$ cat src/rtl/axi_arb_pkg.sv
// rtl/axi_arb_pkg.sv - shared types and constants for the AXI read arbiter
package axi_arb_pkg;

  typedef enum logic [1:0] {
    ARB_IDLE = 2'd0,
    ARB_ADDR = 2'd1,
    ARB_DATA = 2'd2
  } arb_state_t;

  localparam int         MASTER_NUM     = 2;
  localparam logic [1:0] AXI_BURST_INCR = 2'b01;
  localparam logic [1:0] RESP_OKAY      = 2'b00;

  // Slave-side ID carries the granted master index above the master ID.
  function automatic logic [7:0] tag_id(input logic idx, input logic [6:0] id, input int id_w);
    logic [7:0] r;
    r = {1'b0, id};
    r[id_w] = idx;
    return r;
  endfunction

endpackage

$ cat src/rtl/axi_rd_arbiter_if.sv
// rtl/axi_rd_arbiter_if.sv - AXI read-path (AR + R) interface with master/slave views
interface axi_rd_if #(
  parameter int ID_W   = 4,
  parameter int ADDR_W = 32,
  parameter int DATA_W = 32
);

  logic [ID_W-1:0]   arid;
  logic [ADDR_W-1:0] araddr;
  logic [3:0]        arlen;
  logic [2:0]        arsize;
  logic [1:0]        arburst;
  logic              arvalid;
  logic              arready;
  logic [ID_W-1:0]   rid;
  logic [DATA_W-1:0] rdata;
  logic [1:0]        rresp;
  logic              rlast;
  logic              rvalid;
  logic              rready;

  // Issuer of read requests
  modport master (
    output arid, araddr, arlen, arsize, arburst, arvalid,
    input  arready,
    input  rid, rdata, rresp, rlast, rvalid,
    output rready
  );

  // Responder to read requests
  modport slave (
    input  arid, araddr, arlen, arsize, arburst, arvalid,
    output arready,
    output rid, rdata, rresp, rlast, rvalid,
    input  rready
  );

endinterface

$ cat src/rtl/axi_rd_arbiter_rr.sv
// rtl/axi_rd_arbiter_rr.sv - two-request picker; AXI_RD_ARB_FIXED_PRIO_EN selects fixed M1 priority
module rr_arbiter2 (
  input  logic [1:0] req,
  input  logic       last_grant,
  output logic       gnt_idx
);

`ifdef AXI_RD_ARB_FIXED_PRIO_EN
  // Data side always wins a simultaneous request
  always_comb begin
    gnt_idx = req[1];
  end
`else
  // Single requester wins outright; a tie goes to whoever was not served last
  always_comb begin
    if (req == 2'b11) gnt_idx = ~last_grant;
    else              gnt_idx = req[1];
  end
`endif

endmodule

$ cat src/rtl/axi_rd_arbiter.sv
// rtl/axi_rd_arbiter.sv - two-master AXI read arbiter; build option AXI_RD_ARB_FIXED_PRIO_EN
module axi_rd_arbiter
  import axi_arb_pkg::*;
#(
  parameter int ID_W   = 4,
  parameter int ADDR_W = 32,
  parameter int DATA_W = 32
) (
  input logic     clk,
  input logic     rst,
  axi_rd_if.slave  m0,
  axi_rd_if.slave  m1,
  axi_rd_if.master s
);

  localparam logic [1:0] ST_IDLE = 2'(ARB_IDLE);
  localparam logic [1:0] ST_ADDR = 2'(ARB_ADDR);
  localparam logic [1:0] ST_DATA = 2'(ARB_DATA);

  logic [1:0] state;
  logic       grant;
  logic       last_grant;
  logic       pick;
  logic [1:0] req;

  assign req = {m1.arvalid, m0.arvalid};

  rr_arbiter2 u_pick (
    .req        (req),
    .last_grant (last_grant),
    .gnt_idx    (pick)
  );

  // Grant is captured in IDLE and held until the RLAST beat handshakes
  always_ff @(posedge clk) begin
    if (rst) begin
      state      <= ST_IDLE;
      grant      <= 1'b0;
      last_grant <= 1'b1;
    end else begin
      case (state)
        ST_IDLE: begin
          if (|req) begin
            grant <= pick;
            state <= ST_ADDR;
          end
        end
        ST_ADDR: begin
          if (s.arvalid && s.arready) state <= ST_DATA;
        end
        ST_DATA: begin
          if (s.rvalid && s.rready && s.rlast) begin
            last_grant <= grant;
            state      <= ST_IDLE;
          end
        end
        default: state <= ST_IDLE;
      endcase
    end
  end

  // AR channel: steer the granted master to the slave only while in ADDR
  always_comb begin
    s.arvalid  = 1'b0;
    s.arid     = '0;
    s.araddr   = '0;
    s.arlen    = '0;
    s.arsize   = '0;
    s.arburst  = '0;
    m0.arready = 1'b0;
    m1.arready = 1'b0;
    if (state == ST_ADDR) begin
      if (grant) begin
        s.arvalid  = m1.arvalid;
        s.arid     = {1'b1, m1.arid};
        s.araddr   = m1.araddr;
        s.arlen    = m1.arlen;
        s.arsize   = m1.arsize;
        s.arburst  = m1.arburst;
        m1.arready = s.arready;
      end else begin
        s.arvalid  = m0.arvalid;
        s.arid     = {1'b0, m0.arid};
        s.araddr   = m0.araddr;
        s.arlen    = m0.arlen;
        s.arsize   = m0.arsize;
        s.arburst  = m0.arburst;
        m0.arready = s.arready;
      end
    end
  end

  // R channel: every beat in DATA goes to the granted master, whatever the tag bit says
  always_comb begin
    m0.rvalid = 1'b0;
    m0.rid    = '0;
    m0.rdata  = '0;
    m0.rresp  = RESP_OKAY;
    m0.rlast  = 1'b0;
    m1.rvalid = 1'b0;
    m1.rid    = '0;
    m1.rdata  = '0;
    m1.rresp  = RESP_OKAY;
    m1.rlast  = 1'b0;
    s.rready  = 1'b0;
    if (state == ST_DATA) begin
      if (grant) begin
        m1.rvalid = s.rvalid;
        m1.rid    = s.rid[ID_W-1:0];
        m1.rdata  = s.rdata;
        m1.rresp  = s.rresp;
        m1.rlast  = s.rlast;
        s.rready  = m1.rready;
      end else begin
        m0.rvalid = s.rvalid;
        m0.rid    = s.rid[ID_W-1:0];
        m0.rdata  = s.rdata;
        m0.rresp  = s.rresp;
        m0.rlast  = s.rlast;
        s.rready  = m0.rready;
      end
    end
  end

endmodule

$ cat src/flat_wrapper.sv
// flat-port wrapper written by rule: the top's interface ports become plain ports
module axi_rd_arbiter_flat import axi_arb_pkg::*;
#(
  parameter int ID_W   = 4,
  parameter int ADDR_W = 32,
  parameter int DATA_W = 32
)
  (clk, rst, m0_arid, m0_araddr, m0_arlen, m0_arsize, m0_arburst, m0_arvalid, m0_arready, m0_rid, m0_rdata, m0_rresp, m0_rlast, m0_rvalid, m0_rready, m1_arid, m1_araddr, m1_arlen, m1_arsize, m1_arburst, m1_arvalid, m1_arready, m1_rid, m1_rdata, m1_rresp, m1_rlast, m1_rvalid, m1_rready, s_arid, s_araddr, s_arlen, s_arsize, s_arburst, s_arvalid, s_arready, s_rid, s_rdata, s_rresp, s_rlast, s_rvalid, s_rready);
  axi_rd_if #(.ID_W(ID_W), .ADDR_W(ADDR_W), .DATA_W(DATA_W)) m0_i ();
  axi_rd_if #(.ID_W(ID_W), .ADDR_W(ADDR_W), .DATA_W(DATA_W)) m1_i ();
  axi_rd_if #(.ID_W(ID_W), .ADDR_W(ADDR_W), .DATA_W(DATA_W)) s_i ();
  input logic clk;
  input logic rst;
  input wire logic [$bits(m0_i.arid)-1:0] m0_arid;
  input wire logic [$bits(m0_i.araddr)-1:0] m0_araddr;
  input wire logic [$bits(m0_i.arlen)-1:0] m0_arlen;
  input wire logic [$bits(m0_i.arsize)-1:0] m0_arsize;
  input wire logic [$bits(m0_i.arburst)-1:0] m0_arburst;
  input wire logic [$bits(m0_i.arvalid)-1:0] m0_arvalid;
  output wire logic [$bits(m0_i.arready)-1:0] m0_arready;
  output wire logic [$bits(m0_i.rid)-1:0] m0_rid;
  output wire logic [$bits(m0_i.rdata)-1:0] m0_rdata;
  output wire logic [$bits(m0_i.rresp)-1:0] m0_rresp;
  output wire logic [$bits(m0_i.rlast)-1:0] m0_rlast;
  output wire logic [$bits(m0_i.rvalid)-1:0] m0_rvalid;
  input wire logic [$bits(m0_i.rready)-1:0] m0_rready;
  input wire logic [$bits(m1_i.arid)-1:0] m1_arid;
  input wire logic [$bits(m1_i.araddr)-1:0] m1_araddr;
  input wire logic [$bits(m1_i.arlen)-1:0] m1_arlen;
  input wire logic [$bits(m1_i.arsize)-1:0] m1_arsize;
  input wire logic [$bits(m1_i.arburst)-1:0] m1_arburst;
  input wire logic [$bits(m1_i.arvalid)-1:0] m1_arvalid;
  output wire logic [$bits(m1_i.arready)-1:0] m1_arready;
  output wire logic [$bits(m1_i.rid)-1:0] m1_rid;
  output wire logic [$bits(m1_i.rdata)-1:0] m1_rdata;
  output wire logic [$bits(m1_i.rresp)-1:0] m1_rresp;
  output wire logic [$bits(m1_i.rlast)-1:0] m1_rlast;
  output wire logic [$bits(m1_i.rvalid)-1:0] m1_rvalid;
  input wire logic [$bits(m1_i.rready)-1:0] m1_rready;
  output wire logic [$bits(s_i.arid)-1:0] s_arid;
  output wire logic [$bits(s_i.araddr)-1:0] s_araddr;
  output wire logic [$bits(s_i.arlen)-1:0] s_arlen;
  output wire logic [$bits(s_i.arsize)-1:0] s_arsize;
  output wire logic [$bits(s_i.arburst)-1:0] s_arburst;
  output wire logic [$bits(s_i.arvalid)-1:0] s_arvalid;
  input wire logic [$bits(s_i.arready)-1:0] s_arready;
  input wire logic [$bits(s_i.rid)-1:0] s_rid;
  input wire logic [$bits(s_i.rdata)-1:0] s_rdata;
  input wire logic [$bits(s_i.rresp)-1:0] s_rresp;
  input wire logic [$bits(s_i.rlast)-1:0] s_rlast;
  input wire logic [$bits(s_i.rvalid)-1:0] s_rvalid;
  output wire logic [$bits(s_i.rready)-1:0] s_rready;
  assign m0_i.arid = m0_arid;
  assign m0_i.araddr = m0_araddr;
  assign m0_i.arlen = m0_arlen;
  assign m0_i.arsize = m0_arsize;
  assign m0_i.arburst = m0_arburst;
  assign m0_i.arvalid = m0_arvalid;
  assign m0_arready = m0_i.arready;
  assign m0_rid = m0_i.rid;
  assign m0_rdata = m0_i.rdata;
  assign m0_rresp = m0_i.rresp;
  assign m0_rlast = m0_i.rlast;
  assign m0_rvalid = m0_i.rvalid;
  assign m0_i.rready = m0_rready;
  assign m1_i.arid = m1_arid;
  assign m1_i.araddr = m1_araddr;
  assign m1_i.arlen = m1_arlen;
  assign m1_i.arsize = m1_arsize;
  assign m1_i.arburst = m1_arburst;
  assign m1_i.arvalid = m1_arvalid;
  assign m1_arready = m1_i.arready;
  assign m1_rid = m1_i.rid;
  assign m1_rdata = m1_i.rdata;
  assign m1_rresp = m1_i.rresp;
  assign m1_rlast = m1_i.rlast;
  assign m1_rvalid = m1_i.rvalid;
  assign m1_i.rready = m1_rready;
  assign s_arid = s_i.arid;
  assign s_araddr = s_i.araddr;
  assign s_arlen = s_i.arlen;
  assign s_arsize = s_i.arsize;
  assign s_arburst = s_i.arburst;
  assign s_arvalid = s_i.arvalid;
  assign s_i.arready = s_arready;
  assign s_i.rid = s_rid;
  assign s_i.rdata = s_rdata;
  assign s_i.rresp = s_rresp;
  assign s_i.rlast = s_rlast;
  assign s_i.rvalid = s_rvalid;
  assign s_rready = s_i.rready;
  axi_rd_arbiter #(.ID_W(ID_W), .ADDR_W(ADDR_W), .DATA_W(DATA_W)) u_core (.clk(clk), .rst(rst), .m0(m0_i), .m1(m1_i), .s(s_i));
endmodule
$ cat config.mk
export PLATFORM = sky130hd
export DESIGN_NAME = axi_rd_arbiter_flat
export DESIGN_NICKNAME = d
export VERILOG_FILES = /design/src/rtl/axi_arb_pkg.sv /design/src/rtl/axi_rd_arbiter_if.sv /design/src/rtl/axi_rd_arbiter_rr.sv /design/src/rtl/axi_rd_arbiter.sv /design/src/flat_wrapper.sv
export SDC_FILE = /design/constraint.sdc
export NUM_CORES = 1
export LEC_CHECK = 0
export CELL_PAD_IN_SITES_DETAIL_PLACEMENT = 2
export CELL_PAD_IN_SITES_GLOBAL_PLACEMENT = 2
export CORE_MARGIN = 3
export CORE_UTILIZATION = 10
export DETAILED_ROUTE_END_ITERATION = 16
export PLACE_DENSITY_LB_ADDON = 0.1
export RECOVER_POWER = 100
export SLEW_MARGIN = 15
export SYNTH_ARGS = -nofsm -noshare
export SYNTH_HDL_FRONTEND = slang
export SYNTH_HIERARCHICAL = 1
export SYNTH_SLANG_ARGS = --single-unit
$ cat constraint.sdc
create_clock -name clk -period 1.25 [get_ports clk]
set_clock_uncertainty 0.05 [all_clocks]
set_input_delay 0.1875 -clock clk [delete_from_list [all_inputs] [get_ports clk]]
set_output_delay 0.1875 -clock clk [all_outputs]
set_load 0.05 [all_outputs]
# Yosys cells after proc, flatten, opt, wreduce, memory -nomap -nowiden
# Index checks and enable logic that the tools add are counted.
# Widths: inputs -> output; s select.
dict set report word_totals {
  reg_bits 4
  out_inout_bits 129
}
dict set report classes {
  eq_ne 6
  muxes 43
  n_bitwise 1
  reduce_logical 8
}
# operator n
set ops {}
lappend ops {{$mux 32} 6}
lappend ops {{$mux 4} 8}
lappend ops {{$mux 2} 9}
lappend ops {{$mux 1} 17}
lappend ops {{$mux 3} 2}
lappend ops {{$ne 2x1->1 const B} 3}
lappend ops {{$pmux 2 s3} 1}
lappend ops {{$eq 2x2->1 const B} 2}
lappend ops {{$reduce_and 2->1} 2}
lappend ops {{$logic_and 1x1->1} 3}
lappend ops {{$reduce_and 3->1} 1}
lappend ops {{$eq 2x1->1 const B} 1}
lappend ops {{$logic_not 2->1} 1}
lappend ops {{$reduce_or 2->1} 1}
lappend ops {{$not 1->1} 1}

# Logic depth before layout (Yosys ltp)
dict set report logic_depth {
  ltp_word 6
  ltp_mapped 5
  mapped_depth_nobuf 3
}

# Modules after synthesis
# The synthesis kept the hierarchy.
# module instances cells_per_inst area_each_um2
set modules_own_cells {}
lappend modules_own_cells {axi_rd_arbiter 1 221 1580.3}
lappend modules_own_cells {rr_arbiter2 1 1 11.3}

# Worst setup path before layout
# No wires, ideal clock.
dict set report synth_path {
  path_kind {reg2out}
  start {reg u_core.state[1]}
  end {out m0_arready}
  arrival_ns 1.701
  required_time_ns 1.013
  slack_ns -0.689
  path_stages_with_launch 4
  n_path_buf 1
  cell_sequence {dfxtp_1 -> nand2b_4 -> buf_4 -> nor3_1}
}
dict set report synth_via {
  elab_chain_len 2
}
# item line_no
set synth_rtl {}
lappend synth_rtl {{start: declaration} axi_rd_arbiter.sv:20} ;# logic [1:0] state;
lappend synth_rtl {{start signal: assignment} axi_rd_arbiter.sv:37} ;# state <= ST_IDLE;
lappend synth_rtl {{start signal: assignment} axi_rd_arbiter.sv:45} ;# state <= ST_ADDR;
lappend synth_rtl {{start signal: assignment} axi_rd_arbiter.sv:49} ;# if (s.arvalid && s.arready) state <= ST_DATA;
lappend synth_rtl {{$eq 2x1->1} axi_rd_arbiter.sv:72} ;# if (state == ST_ADDR) begin
lappend synth_rtl {{$mux 1} axi_rd_arbiter.sv:72}
lappend synth_rtl {{end: declaration} flat_wrapper.sv:20} ;# output wire logic [$bits(m0_i.arready)-1:0] m0_arready;
# Every way passes these cells.

# Worst setup path in the final report
dict set report layout_path {
  start {reg u_core.grant}
  end {out m0_arready}
}
dict set report layout_via {
  elab_chain_len 2
}
# item line_no
set layout_rtl {}
lappend layout_rtl {{start: declaration} axi_rd_arbiter.sv:21} ;# logic grant;
lappend layout_rtl {{start signal: assignment} axi_rd_arbiter.sv:44} ;# grant <= pick;
lappend layout_rtl {{$mux 1} axi_rd_arbiter.sv:73} ;# if (grant) begin
lappend layout_rtl {{$mux 1} axi_rd_arbiter.sv:72}
# Every way passes these cells.

==> run_results.csv <==
group,metric,value,unit
outcome,outcome,"finished with violations",
outcome,violated_checks,"negative setup slack",
global_routing,first_global_vias,3301,
timing,final.min_clock_period,1.67,ns
setup_path,setup.worst_path.start_class,"flip-flop",
floorplanning,pin_count,266,
timing,setup_slack,-0.416,ns
cts,ctsLongestPathBuffers,2,
timing,grt_setup_unrepaired,"true",
cts,tritoncts.num_buffers,3,
synthesis,ys_ff_latch,4,
drt,drt-initial-drc-count,25,
cts,clock_tree.htree_level_count,1,
power,sequentialPowerShare,4.2,%
drt,wl,13.9,mm
drt,via_per_inst,3.86,
placed_design,place.detailed.hpwl,11.7,mm
drt,wire_per_inst,19.2,microns
synthesis,synth-seq-area-share,5.03,%
min_path,timing.hold.worst.start,"u_core/last_grant",
power,power.share.switching,41.5,%
timing,setup_violations,132,
min_path,hold_path_class,"flip-flop to flip-flop",
cells_and_area,num-fill-cells,1519,
power,vdd.ir_drop.worst,0.000305,V
power,p_per_area,501,nW/um^2
drt,ant_nets,0,
global_routing,gr-usage-all-layers,15.3,%
setup_path,rrSetupSlack,-0.19,ns
cts,clk_root_buffer_cell,"sky130_fd_sc_hd__clkbuf_16",
synthesis,yosys.cell_types.count,22,
cts,path_clk_slew,0.03,ns
power,power.net_switching,0.00148,W
setup_path,crit_fanout,9,
cts,tritoncts,"yes",
cells_and_area,final_nets,651,
floorplanning,core-area,15400,sq um
global_routing,gr-total-overflow,0,
placed_design,gp_congestion,0.701,
power,power.clock.fraction,15.0,%
synthesis,synth-warning-count,6,
setup_path,timing.setup.critical_path_class,"flip-flop to output port",
synthesis,synth.cell_area,1590,sq um
cells_and_area,final_layout_size_suffix_gt1_share,67.8,%
drt,drt_pass_1_iters,4,
cts,cts_num_sinks,4,
global_routing,maximum_number_of_pins_on_one_net_before_global_route_repair,29,
synthesis,yosys.area.top_type_share,31.4,%
cts,clk_lat_worst_skew,0.23,ns
synthesis,synth_area_leaders,"sky130_fd_sc_hd__and2_1, sky130_fd_sc_hd__mux2i_1, sky130_fd_sc_hd__nor2_1, sky130_fd_sc_hd__buf_6, sky130_fd_sc_hd__dfxtp_1",
floorplanning,rows,45,
floorplanning,initial_cell_density_of_the_core,10.4,%
power,power_frac_comb,80.8,%
synthesis,netlist_instances,222,
placed_design,dpl_worst_slack,-0.191,ns
synthesis,syn-num-nets,359,
floorplanning,floorplan.die_area,17500,sq um
cells_and_area,utilization,46.3,%
setup_path,worstReg2RegStart,"u_core/grant",
timing,fin_worst_hold_slack,0.496,ns
placed_design,place.port_buffers,265,
floorplanning,floorplan.die.height,132,microns
cells_and_area,n_antenna_cell,0,
timing,setup_total_negative_slack,-48.41,ns
setup_path,crit_path_start,"u_core/grant",
floorplanning,die_x,132,microns
power,total_leakage_power,2.65,nW
timing,tightest_slew_margin_relative_to_the_limit,82.4,%
synthesis,syn_area_per_cell,7.17,sq um
setup_path,setup.worst_path.end_class,"output port",
global_routing,grt_antenna_before_repair,0,
timing,timing.fmax,0.600,GHz
timing,timing_hold_violations_final,0,
timing,tightest_slew,0.257,ns
drt,detail_route.drc_violations,0,
synthesis,synth_area_leader_cell,"sky130_fd_sc_hd__and2_1",
drt,vias,2792,
setup_path,cp_data_arrival_time,1.43,ns
global_routing,grt_pass1_wl,21.0,mm
setup_path,worst_path_required_time,1.01,ns
power,internal_power,0.00209,W
cts,post_cts_hold_buffers,0,
cells_and_area,area_growth,347,%
timing,post-route-period-util,133,%
run,maxCapViolCount,0,
timing,drv_slew,0,
[routing by layer]
metal  track usage [%]  share of wire, %
met4              1.58              0.17
met5                 0                 0
met1              15.6                34
met3              5.08               8.5
met2              30.9                57
[worst max-delay path, cell delays in order (launching register included)]
cell and delay, ns:
sky130_fd_sc_hd__dfxtp_4 0.37, sky130_fd_sc_hd__bufbuf_16 0.28, sky130_fd_sc_hd__buf_4 0.14, sky130_fd_sc_hd__nor3_4 0.23
sky130_fd_sc_hd__buf_12 0.17
[flip-flops by register name, indices dropped and copies added, names as in the netlist]
register / flops
u_core/state: 2
u_core/grant: 1
u_core/last_grant: 1
[worst paths after layout]
check / end / depth (start not counted)
worst max register to register: u_core/last_grant / 5
worst min-delay path: u_core/last_grant / 2
worst max-delay path: m0_arready / 4
worst min register to register: u_core/last_grant / 2
[cells in the mapped netlist]
cell,n
sky130_fd_sc_hd__nand2b_4,2
sky130_fd_sc_hd__a21boi_2,1
sky130_fd_sc_hd__nor2_4,2
sky130_fd_sc_hd__nor2b_1,1
sky130_fd_sc_hd__nor3_1,2
sky130_fd_sc_hd__buf_6,10
sky130_fd_sc_hd__a21oi_1,2
sky130_fd_sc_hd__inv_1,2
sky130_fd_sc_hd__nor2_1,51
sky130_fd_sc_hd__and2_1,80
sky130_fd_sc_hd__dfxtp_1,4
sky130_fd_sc_hd__nand2_1,1
sky130_fd_sc_hd__nand3b_1,1
sky130_fd_sc_hd__o32ai_1,1
sky130_fd_sc_hd__nor3_2,1
sky130_fd_sc_hd__o31ai_1,1
sky130_fd_sc_hd__or3_1,1
sky130_fd_sc_hd__mux2i_1,48
sky130_fd_sc_hd__buf_2,2
sky130_fd_sc_hd__o21ai_0,2
sky130_fd_sc_hd__buf_4,5
sky130_fd_sc_hd__buf_8,2
[layout make-up]
cell class | instances | area, sq um | area share (%)
Sequential cell | 4 | 86.3 | 1.21
Tap cell | 211 | 264 | 3.71
Clock buffer | 4 | 78.8 | 1.11
Multi-Input combinational cell | 197 | 2170 | 30.4
Inverter | 2 | 7.51 | 0.105
Timing Repair Buffer | 306 | 4510 | 63.4
[logic make-up (layout without fill, tap and decap cells)]
group | after synthesis | in the layout | share of synthesized area, %
buffers and inverters | 21 | 312 | 12.4
multiplexers | 48 | 48 | 30.2
AO/OA/AOI/OAI | 7 | 7 | 2.99
AND/OR/NAND/NOR | 142 | 142 | 49.4
flip-flops | 4 | 4 | 5.03
[what timing repair did]
action / 4_1_cts / 5_1_grt
hold endpoints to repair: 0 / 0
endpoints found under the setup margin: 132 / 132
cloned: 3 / 2
pin swaps: 3 / 4
gates resized for setup: 65 / 12
setup buffers: 4 / 3
[through the flow]
stage / total power, W / area, sq um / instances
6_report: 0.00357 / 7120 / 724
4_1_cts: 0.00356 / 6990 / 719
3_5_place_dp: 0.00278 / 6450 / 708
3_3_place_gp: 0.00273 / 6450 / 708
5_1_grt: 0.00372 / 7120 / 724
2_1_floorplan: 0.00133 / 2100 / 222
[power groups by stage]
stage / combinational, W / sequential (W) / clock (W)
after global placement: 0.00258 / 0.000149 / 0
after floorplan: 0.00118 / 0.000148 / 0
after detailed placement: 0.00263 / 0.000150 / 0
final: 0.00288 / 0.000149 / 0.000535
after global routing: 0.00301 / 0.000151 / 0.000559
after CTS: 0.00288 / 0.000149 / 0.000530
[layout by cell type, fill, tap and decap left out]
master / n
sky130_fd_sc_hd__mux2i_2: 13
sky130_fd_sc_hd__inv_2: 1
sky130_fd_sc_hd__mux2i_4: 22
sky130_fd_sc_hd__a21boi_2: 1
sky130_fd_sc_hd__bufbuf_16: 1
sky130_fd_sc_hd__nand2_1: 1
sky130_fd_sc_hd__nor2_1: 4
sky130_fd_sc_hd__dfxtp_2: 2
sky130_fd_sc_hd__buf_12: 141
sky130_fd_sc_hd__buf_16: 2
sky130_fd_sc_hd__o21ai_0: 2
sky130_fd_sc_hd__inv_1: 1
sky130_fd_sc_hd__nor3_4: 3
sky130_fd_sc_hd__and2_4: 80
sky130_fd_sc_hd__clkbuf_16: 4
sky130_fd_sc_hd__or3_1: 1
sky130_fd_sc_hd__nor2b_1: 1
sky130_fd_sc_hd__nand3b_1: 1
sky130_fd_sc_hd__mux2i_1: 13
sky130_fd_sc_hd__buf_6: 8
sky130_fd_sc_hd__o31ai_1: 1
sky130_fd_sc_hd__dfxtp_1: 1
sky130_fd_sc_hd__buf_4: 16
sky130_fd_sc_hd__a21oi_1: 2
sky130_fd_sc_hd__nand2b_4: 2
sky130_fd_sc_hd__o32ai_2: 1
sky130_fd_sc_hd__nor2_4: 37
sky130_fd_sc_hd__nor2_2: 12
sky130_fd_sc_hd__clkbuf_1: 1
sky130_fd_sc_hd__clkbuf_4: 1
sky130_fd_sc_hd__clkdlybuf4s50_1: 136
sky130_fd_sc_hd__dfxtp_4: 1
Note: power is estimated with default switching activity, not from simulation.
